`config.mk`:
```
export PLATFORM = sky130hd
export DESIGN_NAME = tqvp_uart_rx_fifo
export DESIGN_NICKNAME = d
export VERILOG_FILES = /design/src/rtl/tqvp_uart_pkg.sv /design/src/rtl/tqvp_uart_fifo_mem.sv /design/src/rtl/tqvp_uart_rx_fifo.sv
export SDC_FILE = /design/constraint.sdc
export NUM_CORES = 1
export LEC_CHECK = 0
export BUFFER_PORTS_ARGS = -buffer_cell sky130_fd_sc_hd__buf_2
export CORE_MARGIN = 2
export CORE_UTILIZATION = 50
export CTS_BUF_LIST = sky130_fd_sc_hd__clkbuf_2
export CTS_CLUSTER_SIZE = 28
export DETAILED_ROUTE_END_ITERATION = 10
export PLACE_DENSITY_LB_ADDON = 0.05
export SLEW_MARGIN = 20
export SYNTH_ARGS = -nofsm -noshare
export SYNTH_HDL_FRONTEND = slang
export SYNTH_SLANG_ARGS = --single-unit
```
`constraint.sdc`:
```
create_clock -name clk -period 3.5 [get_ports clk]
set_clock_uncertainty 0.1 [all_clocks]
set_input_delay 0.525 -clock clk [delete_from_list [all_inputs] [get_ports clk]]
set_output_delay 0.525 -clock clk [all_outputs]
set_load 0.01 [all_outputs]
```
`src/rtl/tqvp_uart_pkg.sv`:
```
// Shared UART constants and types: FIFO defaults plus the frame widths used by tqvp_uart_rx.
package tqvp_uart_pkg;

    localparam int PAYLOAD_BITS_DEFAULT = 8;
    localparam int DEPTH_LOG2_DEFAULT   = 2;

    localparam int UART_START_BITS = 1;
    localparam int UART_STOP_BITS  = 1;
    localparam int UART_CLK_DIV_W  = 16;

    typedef enum logic [1:0] {
        RX_IDLE,
        RX_START,
        RX_DATA,
        RX_STOP
    } uart_rx_state_t;

    function automatic int uart_frame_bits(input int payload_bits);
        return UART_START_BITS + payload_bits + UART_STOP_BITS;
    endfunction

endpackage

```
`src/rtl/tqvp_uart_fifo_mem.sv`:
```
// FIFO storage: one synchronous write port, one asynchronous read port, contents never reset.
module tqvp_uart_fifo_mem #(
    parameter int WIDTH  = 8,
    parameter int ADDR_W = 2
) (
    input  logic              clk,
    input  logic              we,
    input  logic [ADDR_W-1:0] waddr,
    input  logic [WIDTH-1:0]  wdata,
    input  logic [ADDR_W-1:0] raddr,
    output logic [WIDTH-1:0]  rdata
);

    logic [WIDTH-1:0] mem [2**ADDR_W];

    // NOTE: storage has no reset branch; the read side masks stale words with the FIFO level instead.
    always_ff @(posedge clk) begin
        if (we) mem[waddr] <= wdata;
    end

    assign rdata = mem[raddr];

endmodule

```
`src/rtl/tqvp_uart_rx_fifo.sv`:
```
// First-word-fall-through receive FIFO between the UART receiver and the CPU.
// Define TQVP_UART_RX_OVERRUN_DROP_EN to drop bytes when full and flag overrun instead of back-pressuring.
module tqvp_uart_rx_fifo
    import tqvp_uart_pkg::*;
#(
    parameter int PAYLOAD_BITS = PAYLOAD_BITS_DEFAULT,
    parameter int DEPTH_LOG2   = DEPTH_LOG2_DEFAULT
) (
    input  logic                    clk,
    input  logic                    reset,
    input  logic                    uart_rx_valid,
    input  logic [PAYLOAD_BITS-1:0] uart_rx_data,
    output logic                    uart_rx_read,
    input  logic                    flush,
    input  logic                    rd_en,
    output logic                    rd_valid,
    output logic [PAYLOAD_BITS-1:0] rd_data,
    output logic                    full,
    output logic [DEPTH_LOG2:0]     level,
    output logic                    overrun,
    input  logic                    overrun_clr
);

    localparam logic [DEPTH_LOG2:0] DEPTH_LVL = (DEPTH_LOG2 + 1)'(2 ** DEPTH_LOG2);
    localparam logic [DEPTH_LOG2:0] PTR_ONE   = (DEPTH_LOG2 + 1)'(1);

    // Pointers carry one extra bit so a full FIFO is distinguishable from an empty one.
    logic [DEPTH_LOG2:0]     wr_ptr;
    logic [DEPTH_LOG2:0]     rd_ptr;
    logic                    read_q;
    logic                    push;
    logic                    pop;
    logic [PAYLOAD_BITS-1:0] mem_rdata;

    assign level    = wr_ptr - rd_ptr;
    assign full     = (level == DEPTH_LVL);
    assign rd_valid = (level != '0);
    assign pop      = rd_en && rd_valid;
    assign rd_data  = rd_valid ? mem_rdata : '0;

`ifdef TQVP_UART_RX_OVERRUN_DROP_EN
    logic drop;

    // read_q keeps the pulse from repeating while the receiver is still lowering valid.
    assign uart_rx_read = !reset && uart_rx_valid && !read_q;
    assign push         = uart_rx_read && (!full || pop);
    assign drop         = uart_rx_read && full && !pop;

    always_ff @(posedge clk) begin
        if (reset)            overrun <= 1'b0;
        else if (drop)        overrun <= 1'b1;
        else if (overrun_clr) overrun <= 1'b0;
    end
`else
    // Full with a same-cycle rd_en still accepts, since that rd_en is guaranteed to pop.
    assign uart_rx_read = !reset && uart_rx_valid && !read_q && (!full || rd_en);
    assign push         = uart_rx_read;
    assign overrun      = 1'b0;

    logic unused_clr;
    assign unused_clr = overrun_clr;
`endif

    // NOTE: sequential state uses non-blocking assignments so every register samples pre-edge values.
    always_ff @(posedge clk) begin
        if (reset) begin
            wr_ptr <= '0;
            rd_ptr <= '0;
            read_q <= 1'b0;
        end else begin
            read_q <= uart_rx_read;
            if (flush) begin
                wr_ptr <= '0;
                rd_ptr <= '0;
            end else begin
                if (push) wr_ptr <= wr_ptr + PTR_ONE;
                if (pop)  rd_ptr <= rd_ptr + PTR_ONE;
            end
        end
    end

    tqvp_uart_fifo_mem #(
        .WIDTH  (PAYLOAD_BITS),
        .ADDR_W (DEPTH_LOG2)
    ) u_mem (
        .clk   (clk),
        .we    (push && !flush),
        .waddr (wr_ptr[DEPTH_LOG2-1:0]),
        .wdata (uart_rx_data),
        .raddr (rd_ptr[DEPTH_LOG2-1:0]),
        .rdata (mem_rdata)
    );

endmodule

```
## Word-level counts from Yosys, hierarchy flattened

Memory sizes are Yosys's and may differ from the RTL's. A register that Yosys moved wholly into a read port is not among the register bits.
Index checks and enable logic that the tools add are counted.

- Add/subtract/negate cells: 3
- Eq/ne operators: 1
- Muxes and demuxes: 5
- Reductions and logical operators: 12

Operators with widths:

| operator | count |
|---|---|
| $mux W8 | 1 |
| $add A3 B1 Y3 const B | 2 |
| $logic_and A1 B1 Y1 | 5 |
| $logic_not A1 Y1 | 4 |
| $mux W2 | 2 |
| $eq A3 B3 Y1 const B | 1 |
| $reduce_bool A3 Y1 | 1 |
| $sub A3 B3 Y3 | 1 |
| $mux W1 | 2 |
| $reduce_or A2 Y1 | 1 |
| $logic_or A1 B1 Y1 | 1 |

- Bits in registers: 7
- Bits in writable memories: 32
- Bits of input ports: 14
- Output and inout port bits: 15
- Logic and storage cells: 25
- Memories: 1

Memory list:

| memory | words | bits a word | read ports | clocked after memory_dff | write ports | RTL line | source |
|---|---|---|---|---|---|---|---|
| u_mem.mem | 4 | 8 | 1 | 1 | 1 | tqvp_uart_fifo_mem.sv:14 | `logic [WIDTH-1:0] mem [2**ADDR_W];` |

## Longest topological paths before layout

Gate-level depths: netlist (run 1).

- Depth after elaboration: 8
- Gate-level depth with buffers: 7
- Gate-level depth less buffers: 7

## Hierarchy

From an unflattened synthesis (run 1), not the netlist that was laid out.

- Cells, all modules: 106
- Area total of the unflattened synthesis: 1,704.1 sq um

Modules (own cells, without submodules):

| module | instances | cells each | area an instance (sq um) | sequential area each (sq um) |
|---|---|---|---|---|
| tqvp_uart_fifo_mem | 1 | 46 | 1,188.6 | 960.9 |
| tqvp_uart_rx_fifo | 1 | 60 | 515.5 | 140.1 |

## Worst setup path after synthesis (run 1)

OpenSTA, ideal clock, no wires.

- Kind: flip-flop to flip-flop
- Start: reg wr_ptr[0]
- End: mem u_mem.mem[1][0], enable pin
- Library setup time: 385 ps
- Arrival: 2,152 ps
- Data required time: 3,015 ps
- Path slack: 863 ps
- Stages on the path, launching flop included: 7
- Buffers on the path: 0
- Period minus slack after synthesis: 2,637 ps
- Cells stage by stage: dfxtp_1 inv_1 ha_1 fa_1 xnor3_2 o31ai_4 nor3b_1

- Cells in the longest elaborated chain, start to end: 8

RTL lines:

| item | RTL line | source |
|---|---|---|
| from (decl) | tqvp_uart_rx_fifo.sv:28 | `logic [DEPTH_LOG2:0] wr_ptr;` |
| from (signal assigned) | tqvp_uart_rx_fifo.sv:76 | `if (push) wr_ptr <= wr_ptr + PTR_ONE;` |
| $sub A3 B3 Y3 | tqvp_uart_rx_fifo.sv:35 | `assign level = wr_ptr - rd_ptr;` |
| $eq A3 B3 Y1 | tqvp_uart_rx_fifo.sv:36 | `assign full = (level == DEPTH_LVL);` |
| $logic_not A1 Y1 | tqvp_uart_rx_fifo.sv:56 | `assign uart_rx_read = !reset && uart_rx_valid && !read_q && (!full \|\| rd_en);` |
| $logic_or A1 B1 Y1 | tqvp_uart_rx_fifo.sv:56 |  |
| $logic_and A1 B1 Y1 | tqvp_uart_rx_fifo.sv:56 |  |
| $logic_and A1 B1 Y1 | tqvp_uart_rx_fifo.sv:87 | `.we (push && !flush),` |
| $mux W1 | tqvp_uart_fifo_mem.sv:18 | `if (we) mem[waddr] <= wdata;` |
| $mux W1 (not written as such) | tqvp_uart_fifo_mem.sv:18 |  |
| to (decl) | tqvp_uart_fifo_mem.sv:14 |  |

Several ways; a longest one is shown, not always the timed one.

## Final worst setup path (run 1)

- Start: reg wr_ptr[0]
- End: out rd_data[6]

- Cells in the longest elaborated chain, start to end: 3

RTL lines:

| item | RTL line | source |
|---|---|---|
| $sub A3 B3 Y3 | tqvp_uart_rx_fifo.sv:35 |  |
| $reduce_bool A3 Y1 | tqvp_uart_rx_fifo.sv:37 | `assign rd_valid = (level != '0);` |
| $mux W8 | tqvp_uart_rx_fifo.sv:39 | `assign rd_data = rd_valid ? mem_rdata : '0;` |
| to (decl) | tqvp_uart_rx_fifo.sv:17 | `output logic [PAYLOAD_BITS-1:0] rd_data,` |

No other way between the ends.

==> results of run 1 <==
cell usage after synthesis:
| library cell | count |
|---|---|
| or3_1 | 2 |
| inv_1 | 7 |
| nor3b_1 | 5 |
| o2111ai_1 | 1 |
| nand2_1 | 10 |
| buf_4 | 1 |
| nor2b_1 | 8 |
| xnor2_1 | 1 |
| edfxtp_1 | 32 |
| buf_1 | 1 |
| o311ai_0 | 1 |
| o211a_1 | 1 |
| o31ai_4 | 1 |
| xnor3_2 | 1 |
| nor2_1 | 2 |
| ha_1 | 6 |
| mux2i_1 | 6 |
| and2_1 | 2 |
| mux4_2 | 8 |
| a21oi_1 | 1 |
| conb_1 | 1 |
| clkbuf_1 | 2 |
| dfxtp_1 | 9 |
| fa_1 | 1 |
| inv_2 | 1 |
| a21boi_1 | 1 |
registers in the layout (all words and copies together), names as in the netlist, named ones only:
register	count
rd_ptr	3
read_q	1
u_mem.mem	32
wr_ptr	3
layer usage:
metal  part of all wire  GRT usage  vias to the layer above
li1                   -          -                      476
met1               0.45      0.200                      493
met2               0.51      0.255                       19
met3              0.031     0.0482                        2
met4             0.0054     0.0897                        0
met5                  0          0                        -
power by group through the flow:
stage	clock network, uW	registers (uW)	logic, uW
2_1_floorplan	0	541	36.5
3_3_place_gp	0	543	59.9
3_5_place_dp	0	543	61.4
4_1_cts	277	532	61.5
5_1_grt	298	533	67.4
6_report	265	532	60.0
worst max-delay path, cell delays in order (launching register included):
cell	delay, ps
dfxtp_1	430
inv_1	110
ha_1	200
fa_1	410
xnor3_2	320
and2_1	390
nor2b_1	100
buf_2	150
logic make-up after synthesis:
kind of cell | after synthesis | share of synthesized area
buffers and inverters | 12 | 0.0274
other | 1 | 0.00211
AND/OR/NAND/NOR | 29 | 0.0886
flip-flops | 41 | 0.641
adder cells (fa/ha/maj) | 7 | 0.0534
XOR/XNOR | 2 | 0.0183
AO/OA/AOI/OAI | 6 | 0.0344
multiplexers | 14 | 0.135
final cells by class:
type                            count  area, um2  area share
Inverter                            8       30.0      0.0147
Tap cell                           46       57.6      0.0281
Sequential cell                    41       1140       0.558
Timing Repair Buffer               30        160      0.0783
Multi-Input combinational cell     59        591       0.289
Clock inverter                      3       41.3      0.0202
Clock buffer                        5       25.0      0.0122
worst max path at each step:
stage                     startpoint              end  cells after the start
after detailed placement   wr_ptr[0]       rd_data[6]                      7
final                      wr_ptr[0]       rd_data[6]                      7
after global placement     wr_ptr[0]       rd_data[6]                      7
after global routing       wr_ptr[0]       rd_data[6]                      7
after CTS                  wr_ptr[0]       rd_data[6]                      7
after floorplan            wr_ptr[0]  u_mem.mem[1][0]                      6
per-stage QoR:
step                      worst slack, ps  hold slack (ps)  utilization  cell area [um2]
after floorplan                       863              368            -             1780
after CTS                             290              199        0.604             2050
after detailed placement              771              398        0.584             1980
after global routing                  127              179        0.604             2050
final                                 389              237        0.604             2050
after global placement                796              392        0.584             1980
==> qor.yml, run 1 <==
timing:
  hold_viol: 0
  timing.final.crit_period_ps: 3110
  setup_viol: 0
  finalSetupTns_ps: 0
  fmax_mhz: 321
  period_share: 0.889
  rsz0062_at_grt: "false"
  slew_headroom: 0.596
  tightest_slew_ps: 604
  drv_slew: 0
setup_path:
  worstSetupPathType: "register to primary output"
  end_kind: "primary output"
  start_kind: "register"
  crit_arrival_ps: 2490
  cp.required_ps: 2870
  reg2reg_from: "wr_ptr[0]"
  ff2ff_setup_slack_ps: 920
  path_max_fanout: 9
  reg2reg_depth: 7
  reg2reg_to: "u_mem.mem[3][6]"
route:
  vias: 990
  via_per_inst: 5.16
  wirelength_um: 2780
  antenna_left: 0
  drt_iter0_drc: 24
  avgRoutedWirePerCell_um: 14.5
  firstDrtPassIters: 4
  post-route-drc-count: 0
yosys:
  syn_area_um2: 1780
  syn_area_per_cell_um2: 15.9
  ys_ff_latch: 41
  synth_nets: 133
  synthDominantCellAreaShare: 0.540
  synth_warnings: 0
  synth_top_area_cell: "edfxtp_1"
  ys_seq_area_frac: 0.641
  synth.distinct_cells: 26
  syn_inst: 112
  synth_area_leaders: "edfxtp_1, dfxtp_1, mux4_2"
clock_network:
  cts_resized: 0
  h-tree-depth: 2
  root_buffer: "clkbuf_2"
  cts_tree: "yes"
  numCtsBuffers: 5
  cts_buffer_depth: 2
  clk_pin_slew_ps: 200
  insertion_delay_ps: 380
  clock-sinks: 41
  cts_setup_buffers: 0
  post_cts_hold_buffer_count: 0
layout:
  layout.nets: 166
  drive_gt1_frac: 0.329
  n_antenna_cell: 0
  fillCellCount: 265
  synthToLayoutAreaGrowth_pct: 14.9
  final_common_cell: "edfxtp_1"
  stdcell_count: 192
  final_cell_mix: "edfxtp_1, buf_2, nand2_1, dfxtp_1"
worst_hold_path:
  min_from: "uart_rx_data[7]"
  holdPathStages: 1
  worst_hold_path.endpoint: "u_mem.mem[2][7]"
  hp-class: "input port to register"
status:
  status: "completed"
global_route:
  grt_max_degree: 14
  grt_usage: 0.162
  antenna_found_initial: 0
  grt_pass1_vias: 959
  grt_pass1_wl_um: 4670
  grt_overflow_total: 0
die:
  die-area_um2: 4050
  row_count: 21
  ioPinCount: 29
  fp.dieW_um: 63.7
  die_h_um: 63.7
  start_util: 0.525
  core_um2: 3390
power_and_ir_drop:
  power_density_nw_per_um2: 419
  power_frac_seq: 0.621
  p_sw_uw: 184
  power.share.combinational: 0.070
  cellInternalPower_uw: 674
  p_sw_frac: 0.214
  ir_drop_mv: 0.276
  p_total_uw: 857
  p_leak_uw: 0.000800
  p_clk_frac: 0.309
place:
  dp.cells: 184
  io_buffers: 26
  hpwlAfterDp_um: 2000
  place.gp.congestion: 0.784
flow_run:
  max-cap-violations: 0
No activity file was read; power rests on OpenSTA's default activity.
==> inputs of run 2 (changes only) <==
CORE_UTILIZATION = 35   (was 50)
==> run 2 against run 1 <==
Against the previous run: routed wire length rose by 13%; final area is 1.2% higher; sequential power is essentially flat; first-iteration DRC count grew 79%; setup slack got worse by 97 ps; global-route usage decreased by 3.8 points; critical path type unchanged; critical endpoint is now rd_data[5].
==> qor.yml, run 2 (synthesis gave the netlist of run 1 again) <==
timing:
  hold_viol: 0
  fin_ws_ps: 292
  timing.final.crit_period_ps: 3210
  slew_headroom: 0.620
  period_share: 0.916
  setup_viol: 0
  rsz0062_at_grt: "false"
  finalSetupTns_ps: 0
  hold_ws_ps: 224
  fmax_mhz: 312
  drv_slew: 0
  tightest_slew_ps: 568
place:
  post-place-ws_ps: 700
  io_buffers: 26
  place.gp.congestion: 0.715
  dp.cells: 205
  hpwlAfterDp_um: 2200
die:
  die-area_um2: 5670
  start_util: 0.370
  row_count: 25
  core_um2: 4820
  ioPinCount: 29
  die_h_um: 75.3
  fp.dieW_um: 75.3
layout:
  layout.nets: 166
  final_cell_mix: "edfxtp_1, buf_2, nand2_1, dfxtp_1"
  largest_register_ffs: 32
  synthToLayoutAreaGrowth_pct: 16.3
  top_register: "u_mem.mem"
  drive_gt1_frac: 0.336
  n_antenna_cell: 0
  final_common_cell: "edfxtp_1"
  reg_top3: "u_mem.mem: 32 flops, rd_ptr: 3 flops, wr_ptr: 3 flops"
  stdcell_count: 213
clock_network:
  cts_buffer_depth: 2
  clk_pin_slew_ps: 220
  clock-sinks: 41
  h-tree-depth: 2
  cts_setup_buffers: 0
  cts_resized: 0
  insertion_delay_ps: 380
  root_buffer: "clkbuf_2"
  cts_tree: "yes"
  post_cts_hold_buffer_count: 0
  numCtsBuffers: 5
route:
  vias: 969
  avgRoutedWirePerCell_um: 14.8
  drt_iter0_drc: 43
  wirelength_um: 3150
  antenna_left: 0
  firstDrtPassIters: 4
  post-route-drc-count: 0
  via_per_inst: 4.55
setup_path:
  crit_arrival_ps: 2580
  cpMaxStageDelayCell: "dfxtp_1"
  cp_cell_sequence: "inv_1 > ha_1 > fa_1 > xnor3_2 > and2_1 > nor2b_1 > buf_2"
  path_max_fanout: 9
  worstSetupPathType: "register to primary output"
  cp.required_ps: 2870
  max_stage_delay_ps: 430
  end_kind: "primary output"
  start_kind: "register"
global_route:
  grt_max_degree: 14
  grt_pass1_vias: 968
  grt_usage: 0.124
  grt_overflow_total: 0
  antenna_found_initial: 0
  grt_pass1_wl_um: 4860
worst_hold_path:
  hp-class: "input port to register"
power_and_ir_drop:
  power_density_nw_per_um2: 417
  ir_drop_mv: 0.131
  p_leak_uw: 0.000806
status:
  status: "completed"
flow_run:
  max-cap-violations: 0
==> run 2: cell types whose count changed in the layout (fill, tap and decap cells not counted), sizes merged <==
cell	change
clkbuf	+1
clkinvlp	-1
==> run 2: layout make-up <==
type | instances | area (um2)
fillers | 480 | 2750
flip-flops and latches | 41 | 1140
multi-input cells | 59 | 591
repair buffers | 30 | 160
well taps | 67 | 83.8
clock inverters | 2 | 35.0
clock buffers | 6 | 30.0
inverters | 8 | 30.0
==> run 2: worst paths after layout <==
kind,from,slack [ps],depth (start not counted),endpoint
max reg2reg,wr_ptr[0],1010,7,u_mem.mem[0][3]
min reg2reg,wr_ptr[1],430,2,wr_ptr[1]
min,uart_rx_data[4],220,1,u_mem.mem[0][4]
max,wr_ptr[0],290,7,rd_data[5]
==> run 2: stage by stage <==
stage / area [um2] / power, uW / utilization
after global placement: 2010 / 604 / 0.416
after CTS: 2070 / 876 / 0.430
after detailed placement: 2010 / 605 / 0.416
after floorplan: 1780 / 578 / -
final: 2070 / 863 / 0.430
after global routing: 2070 / 902 / 0.430
==> run 2: routing by layer <==
metal  vias up  routed length, um  track usage
met5         -                  0            0
met4         0                 38       0.0585
met3         4                148       0.0397
met2        26               1580        0.209
met1       464               1390        0.144
li1        475                  -            -
==> run 2: critical path: cells and delay by family, from the launching register on <==
family	cells	cell delay, ps
XOR/XNOR	1	330
flip-flops	1	430
adder cells (fa/ha/maj)	2	620
AND/OR/NAND/NOR	2	530
buffers and inverters	2	280
==> run 2: power by group <==
part / internal [uW] / total [uW] / switching [uW]
logic: 26.1 / 61.6 / 35.5
registers: 529 / 532 / 3.07
clock network: 123 / 269 / 146
total: 678 / 863 / 185
==> inputs of run 3 (changes only) <==
CORE_UTILIZATION = 58   (was 35)
==> run 3 against run 2 <==
Against the previous run: global-route usage is 6.2 points higher; critical path depth stayed put; largest cell class unchanged; combinational power is 2% lower; first-iteration DRC count is 44% lower; clock-buffer cell count is 1 lower.
==> qor.yml, run 3 (synthesis gave the netlist of run 1 again) <==
route:
  post-route-drc-count: 0
  drt_iter0_drc: 24
  firstDrtPassIters: 4
  antenna_left: 0
  wirelength_um: 2910
  via_per_inst: 5.53
  vias: 989
  avgRoutedWirePerCell_um: 16.2
die:
  start_util: 0.598
  core_um2: 2980
  fp.dieW_um: 59.4
  die-area_um2: 3530
  ioPinCount: 29
  row_count: 20
  die_h_um: 59.4
power_and_ir_drop:
  p_leak_uw: 0.000794
  power.share.combinational: 0.076
  p_sw_uw: 189
  p_clk_frac: 0.252
  p_sw_frac: 0.239
  power_density_nw_per_um2: 395
  ir_drop_mv: 0.275
  cellInternalPower_uw: 603
  power_frac_seq: 0.672
  p_total_uw: 792
place:
  io_buffers: 26
  place.gp.congestion: 0.823
  dp.cells: 171
  hpwlAfterDp_um: 2010
layout:
  synthToLayoutAreaGrowth_pct: 12.6
  largest_register_ffs: 32
  final_cell_mix: "edfxtp_1, buf_2, nand2_1, dfxtp_1"
  utilization: 0.674
  reg_top3: "u_mem.mem: 32 flops, rd_ptr: 3 flops, wr_ptr: 3 flops"
  top_register: "u_mem.mem"
  n_antenna_cell: 0
  final_common_cell: "edfxtp_1"
  drive_gt1_frac: 0.329
  stdcell_count: 179
  layout.nets: 166
timing:
  period_share: 0.881
  drv_slew: 0
  hold_ws_ps: 227
  tightest_slew_ps: 619
  finalSetupTns_ps: 0
  fmax_mhz: 324
  hold_viol: 0
  setup_viol: 0
  slew_headroom: 0.586
  rsz0062_at_grt: "false"
  timing.final.crit_period_ps: 3080
clock_network:
  cts_tree: "yes"
  cts_resized: 0
  h-tree-depth: 2
  numCtsBuffers: 5
  post_cts_hold_buffer_count: 0
  insertion_delay_ps: 390
  cts_buffer_depth: 2
  clk_pin_slew_ps: 210
  cts_setup_buffers: 0
  root_buffer: "clkbuf_2"
  clock-sinks: 41
global_route:
  grt_pass1_wl_um: 4460
  grt_pass1_vias: 931
  grt_max_degree: 14
  antenna_found_initial: 0
  grt_overflow_total: 0
  grt_usage: 0.186
setup_path:
  worstSetupPathType: "register to primary output"
  end_kind: "primary output"
  path_delay_family: "adder cells"
  cpMaxStageDelayCell: "dfxtp_1"
  path_max_fanout: 6
  cp_cell_sequence: "inv_1 > ha_1 > fa_1 > xnor3_2 > o31ai_4 > inv_2 > buf_2"
  max_stage_delay_ps: 420
  path_buf_inv: 3
  start_kind: "register"
  crit_arrival_ps: 2460
  cp.required_ps: 2870
flow_run:
  max-cap-violations: 0
worst_hold_path:
  hp-class: "input port to register"
status:
  status: "completed"
[run 3: cell count changes in the layout (fill, tap and decap cells not counted)]
cell	previous run	this run
bufinv_16	1	0
clkbuf_2	6	5
clkinv_1	0	1
clkinv_4	0	1
[run 3: area by class of cell]
cell class                 instances  area (um2)
clock inverter                     3        17.5
clock buffer                       5        25.0
multi-input combinational         59         591
fill                             227         972
tap                               33        41.3
inverter                           8        30.0
sequential                        41        1140
timing repair buffer              30         160
[run 3: path summary, 6_finish.rpt]
check             startpoint         endpoint  slack, ps  depth (start not counted)
max                wr_ptr[0]     uart_rx_read        420                          7
min          uart_rx_data[7]  u_mem.mem[0][7]        230                          1
max reg2reg        wr_ptr[0]  u_mem.mem[2][0]        810                          7
min reg2reg        wr_ptr[1]        wr_ptr[1]        410                          2
[run 3: metal layers]
| metal | vias to the layer above | wire length [um] | GRT usage |
|---|---|---|---|
| met3 | 6 | 97 | 0.0590 |
| li1 | 482 | - | - |
| met4 | 0 | 46 | 0.0779 |
| met1 | 483 | 1310 | 0.241 |
| met5 | - | 0 | 0 |
| met2 | 18 | 1460 | 0.289 |
[run 3: power by group through the flow]
stage          clock network, uW  logic [uW]  registers [uW]
3_5_place_dp                   0        60.9             543
5_1_grt                      229        66.9             533
6_report                     199        60.5             532
4_1_cts                      208        61.3             532
2_1_floorplan                  0        36.5             541
3_3_place_gp                   0        58.9             543
[run 3: worst register-to-register path, cell delays in order, from the launching register on]
cell	delay, ps
dfxtp_1	420
inv_1	110
ha_1	200
fa_1	410
xnor3_2	330
o31ai_4	120
nor3b_1	490
buf_4	260
[run 3: stage by stage]
| stage | worst slack (ps) | instance area, um2 |
|---|---|---|
| floorplan | 863 | 1780 |
| global placement | 806 | 1960 |
| detailed placement | 834 | 1960 |
| CTS | 367 | 2010 |
| global route | 231 | 2010 |
| finish | 416 | 2010 |
